### src/rtl/mux_rr_arbiter_pkg.sv
// Shared widths and state encoding for the round-robin mux arbiter.
// Latency: n/a (declarations only).
// Backpressure: n/a.
package mux_rr_arbiter_pkg;

    localparam int N_REQ = 8;
    localparam int SEL_W = 3;
    localparam int CNT_W = 8;

    typedef enum logic {
        IDLE  = 1'b0,
        GRANT = 1'b1
    } state_t;

endpackage

### src/rtl/mux_rr_arbiter_muxgl.sv
// Gate-level 8:1 single-bit mux: decoded select ANDed with inputs, OR-reduced.
// Latency: combinational.
// Backpressure: none.
module muxGL (
    input  logic [7:0] in,
    input  logic [2:0] sel,
    output logic       out
);

    logic [7:0] dec;

    for (genvar i = 0; i < 8; i++) begin : g_dec
        assign dec[i] = (sel == 3'(i));
    end

    assign out = |(dec & in);

endmodule

### src/rtl/mux_rr_arbiter.sv
// Round-robin arbiter sharing one 8:1 mux between eight level-sensitive requesters.
// Latency: grant/release visible one edge after req is sampled; y is combinational from din.
// Backpressure: owner holds at most MAX_HOLD cycles while others wait; lone owner holds indefinitely.
module mux_rr_arbiter
    import mux_rr_arbiter_pkg::*;
#(
    parameter int MAX_HOLD = 16
) (
    input  logic             clk,
    input  logic             rst_n,
    input  logic [N_REQ-1:0] req,
    input  logic [N_REQ-1:0] din,
    output logic [N_REQ-1:0] gnt,
    output logic [SEL_W-1:0] sel,
    output logic             valid,
    output logic             y
);

    localparam logic [CNT_W-1:0] CNT_MAX = CNT_W'(MAX_HOLD - 1);

    state_t           state;
    logic [SEL_W-1:0] ptr;
    logic [CNT_W-1:0] cnt;

    logic [N_REQ-1:0] others;
    logic             others_pend;
    logic             owner_req;
    logic             grab;
    logic             drop;
    logic [SEL_W-1:0] win;
    logic             mux_out;

    // First set bit of r at or after index p, wrapping 7->0. The reverse scan
    // leaves the closest hit to p as the final assignment.
    function automatic logic [SEL_W-1:0] rr_pick(input logic [N_REQ-1:0] r,
                                                 input logic [SEL_W-1:0] p);
        logic [SEL_W-1:0] idx;
        rr_pick = p;
        for (int i = N_REQ - 1; i >= 0; i--) begin
            idx = p + SEL_W'(i);
            if (r[idx]) rr_pick = idx;
        end
    endfunction

    // The owner is excluded from its own handoff search.
    assign others      = req & ~gnt;
    assign others_pend = |others;
    assign owner_req   = |(req & gnt);

    // Decide whether this edge makes a new grant, clears to idle, or keeps the owner.
    always_comb begin
        grab = 1'b0;
        drop = 1'b0;
        win  = rr_pick(req, ptr);
        case (state)
            IDLE: begin
                grab = |req;
            end
            GRANT: begin
                win = rr_pick(others, ptr);
                if (!owner_req) begin
                    grab = others_pend;
                    drop = !others_pend;
                end else if (others_pend && cnt == CNT_MAX) begin
                    grab = 1'b1;
                end
            end
            default: begin
                grab = 1'b0;
            end
        endcase
    end

    // Registered grant, select, pointer and hold counter; sel keeps its value when going idle.
    always_ff @(posedge clk) begin
        if (!rst_n) begin
            state <= IDLE;
            gnt   <= '0;
            sel   <= '0;
            valid <= 1'b0;
            ptr   <= '0;
            cnt   <= '0;
        end else if (grab) begin
            state <= GRANT;
            gnt   <= N_REQ'(1) << win;
            sel   <= win;
            valid <= 1'b1;
            ptr   <= win + SEL_W'(1);
            cnt   <= '0;
        end else if (drop) begin
            state <= IDLE;
            gnt   <= '0;
            valid <= 1'b0;
            cnt   <= '0;
        end else if (state == GRANT && cnt != CNT_MAX) begin
            cnt   <= cnt + CNT_W'(1);
        end
    end

    muxGL u_mux (
        .in  (din),
        .sel (sel),
        .out (mux_out)
    );

    assign y = mux_out & valid;

endmodule
### config.mk
export PLATFORM = sky130hd
export DESIGN_NAME = mux_rr_arbiter
export DESIGN_NICKNAME = d
export VERILOG_FILES = /design/src/rtl/mux_rr_arbiter_pkg.sv /design/src/rtl/mux_rr_arbiter_muxgl.sv /design/src/rtl/mux_rr_arbiter.sv
export SDC_FILE = /design/constraint.sdc
export NUM_CORES = 1
export LEC_CHECK = 0
export ABC_CLOCK_PERIOD_IN_PS = 4320
export CORE_ASPECT_RATIO = 1.1
export CORE_MARGIN = 2
export CORE_UTILIZATION = 58
export DETAILED_ROUTE_END_ITERATION = 6
export HOLD_SLACK_MARGIN = 0.03
export PLACE_DENSITY = 0.9
export SLEW_MARGIN = 25
export SYNTH_ARGS = -nofsm -noshare
export SYNTH_HDL_FRONTEND = slang
export SYNTH_SLANG_ARGS = --single-unit
### constraint.sdc
create_clock -name clk -period 4.32 [get_ports clk]
set_input_delay 0.432 -clock clk [delete_from_list [all_inputs] [get_ports clk]]
set_output_delay 0.432 -clock clk [all_outputs]
set_load 0.1 [all_outputs]
==> impl_results.md <==
- Outcome: complete, no violations
- Slew HR: 0.3411
- CP max FO: 27
- Via count: 3181
- Reg power frac: 0.119
- Setup-failing EPs final: 0
- Synth unique cells: 72
- Clock Power Share: 0.045
- IO Port Bufs: 30
- Synthesized cell area: 0.003017 sq mm
- Core area: 0.005000 sq mm
- CP cell instances: buf_4, ha_1, xor2_2, buf_4, mux2_2, and3b_1, a31oi_1, a221oi_2, xnor2_1, ha_1, ha_1, mux2i_1, nor2b_1
- Mapped Nets: 382
- Synth async-reset ratio: 0
- Height of the die: 79.64 um
- Hold buffer count at CTS: 0
- Area leader, netlist: mux4_2
- Clock transition at path regs: 0.09 ns
- Std cell rows: 27
- Clock period minus worst slack: 3.726 ns
- Drt wl/cell: 21.10 um
- Final Hold Slack: 0.4850 ns
- Final Net Count: 401
- Mapped Avg Cell Area: 8.498 sq um
- Routed wire length: 9.095 mm
- Hold/Removal Path Class: flip-flop to flip-flop
- Maximum clock frequency: 268.4 MHz
- Final clock skew: 0.008084 ns
- Worst vdd ir: 0.6206 mV
- Worst path max stage delay: 0.43 ns
- Psw: 1.694 mW
- Post-Place Worst Slack: 0.4745 ns
- Postcts setup bufs: 0
- Crit path from: ptr[0]
- H-tree depth: 1
- Hold path start: cnt[1]
- Final Hold Viols: 0
- Vias in the first global route: 3031
- I/O pins: 31
- CTS resizes: 0
- Die Wd: 72.76 um
- GPL Wtd Cong: 0.9635
- CTS buffer count: 3
- Share of cells above drive strength 1: 0.1501
- Final worst-path cycle share: 0.8625
- Buffer and inverter count on the worst path: 2
- Worst R2R Start: ptr[0]
- Synth top area share: 0.1642
- Dominant synthesized flop cell: dfxtp_1
- Register area share after synthesis: 0.1526
- Drt via density: 7.381
- RSZ-0062 raised after global routing: false
- CP Class: flip-flop to flip-flop
- Total GRT Usage: 0.3331
- CTS tree: built
- Initial core utilization: 0.6034
- Largest net degree at the start of global routing: 28
- Initial antenna violation count: 0
- Die Area: 0.005795 sq mm
- Combinational Power Share: 0.837
- CP Capture Type: flip-flop
- PnR worst setup slack: 0.5938 ns
- Slew Limit Fails: 0
- Crit start category: flip-flop
- Slowest-stage cell, CP: ha_1
- Most common cell in the netlist: nand2_1
- Iteration count of the initial detailed-routing pass: 5
- Top post-synthesis cells by area: mux4_2, dfxtp_1, mux2i_1
- EDFF count, synth: 0
- First-pass GRT wire length: 15.21 mm
- Seq cells post-synth: 23
- Bufs on Longest Clock Path: 2
- Routed Antenna Nets: 0
- Area delta synth->final: 12.53%
- Grt total ovfl: 0
- Required @ worst endpoint: 4.48 ns
- Gate Count Post-Synth: 355
- CTS Sinks: 23
- Drt drc: 0
- Sw Ratio: 0.5588
- Root Buffer: clkbuf_8
- Maxcap violations: 0
- Leak Pwr: 1.279 nW
- Skew-Pair Late Insertion Delay: 0.27 ns
- Pwr/cell area: 893.0 mW/mm^2
- Top Family by Delay on Critical Path: adder cells
- Slew @ Worst Pin: 0.9852 ns
- Ys Warns: 0
- Commonest cells in the netlist: nand2_1, a21oi_1, dfxtp_1
- Internal power: 1.337 mW
- DR iter-0 viols: 422
- CP dominant cell by count: ha_1
- Antenna cell count: 0
- HPWL Detailed: 6.916 mm
- Crit path DAT: 3.89 ns
- Setup TNS: 0 ns
-- state kept, by name (all words and copies together) (netlist names) --
signal  cells
sel         3
ptr         3
cnt         8
gnt         8
state       1
-- worst register-to-register path, stage by stage, from the launching register on --
cell and delay (ns):
dfxtp_1 0.35, buf_4 0.33, ha_1 0.43, xor2_2 0.16, buf_4 0.19, mux2_2 0.40
and3b_1 0.27, a31oi_1 0.12, a221oi_2 0.39, xnor2_1 0.22, ha_1 0.26, ha_1 0.30
mux2i_1 0.14, nor2b_1 0.06
-- cell type report --
class                   count  area (sq um)
multi-input cells         291          2376
fillers                   388          1605
flip-flops and latches     23         460.4
repair buffers             42         390.4
well taps                  58         72.57
inverters                  13         48.80
clock buffers               3         41.29
clock inverters             1         5.005
-- metrics by stage --
step	instances	util	power, mW	area [sq um]
2_1_floorplan	355	-	2.222	3017
5_1_grt	431	0.6789	3.216	3395
6_report	431	0.6789	3.031	3395
3_5_place_dp	427	0.6697	2.821	3348
4_1_cts	431	0.6789	2.965	3395
3_3_place_gp	427	0.6697	2.745	3348
-- layer usage --
layer,vias up,share of wire,track usage
li1,1417,-,-
met1,1464,0.35,0.4219
met2,240,0.48,0.5382
met3,60,0.11,0.05808
met4,0,0.054,0.1741
met5,-,0,0
-- worst paths after layout --
check	cells past startpoint	slack, ns	to
hold reg to reg	2	0.49	cnt[1]
setup / recovery	13	0.59	ptr[2]
setup reg to reg	13	0.59	ptr[2]
hold / removal	2	0.49	cnt[1]
-- placed cells by master, fill, tap and decap left out, types with 8 or more instances in the layout --
master,netlist,final
nor2b_1,10,10
nor2_1,16,16
mux2i_1,13,13
dfxtp_1,23,23
a21oi_1,24,24
nand2_1,34,34
inv_1,12,12
o21ai_0,15,15
ha_1,9,9
nand3_1,14,14
buf_4,2,12
nand2b_1,10,10
clkdlybuf4s50_1,0,30
mux4_2,22,22
nand4_1,8,8
-- power by group through the flow --
stage,sequential (mW),clock (mW),combinational [mW]
6_report,0.359,0.135,2.54
3_3_place_gp,0.357,0,2.39
4_1_cts,0.355,0.135,2.47
5_1_grt,0.368,0.145,2.70
2_1_floorplan,0.570,0,1.65
3_5_place_dp,0.360,0,2.46
-- cell families (layout without fill, tap and decap cells) --
group	count (synthesis)	after routing	synth area share
simple gates	132	132	0.2455
mux	41	41	0.2410
flops	23	23	0.1526
fa+ha+maj	9	9	0.03733
compound gates	98	98	0.2294
xor+xnor	11	11	0.03443
buf+inv	41	59	0.05972
No activity file was read; power rests on OpenSTA's default activity.
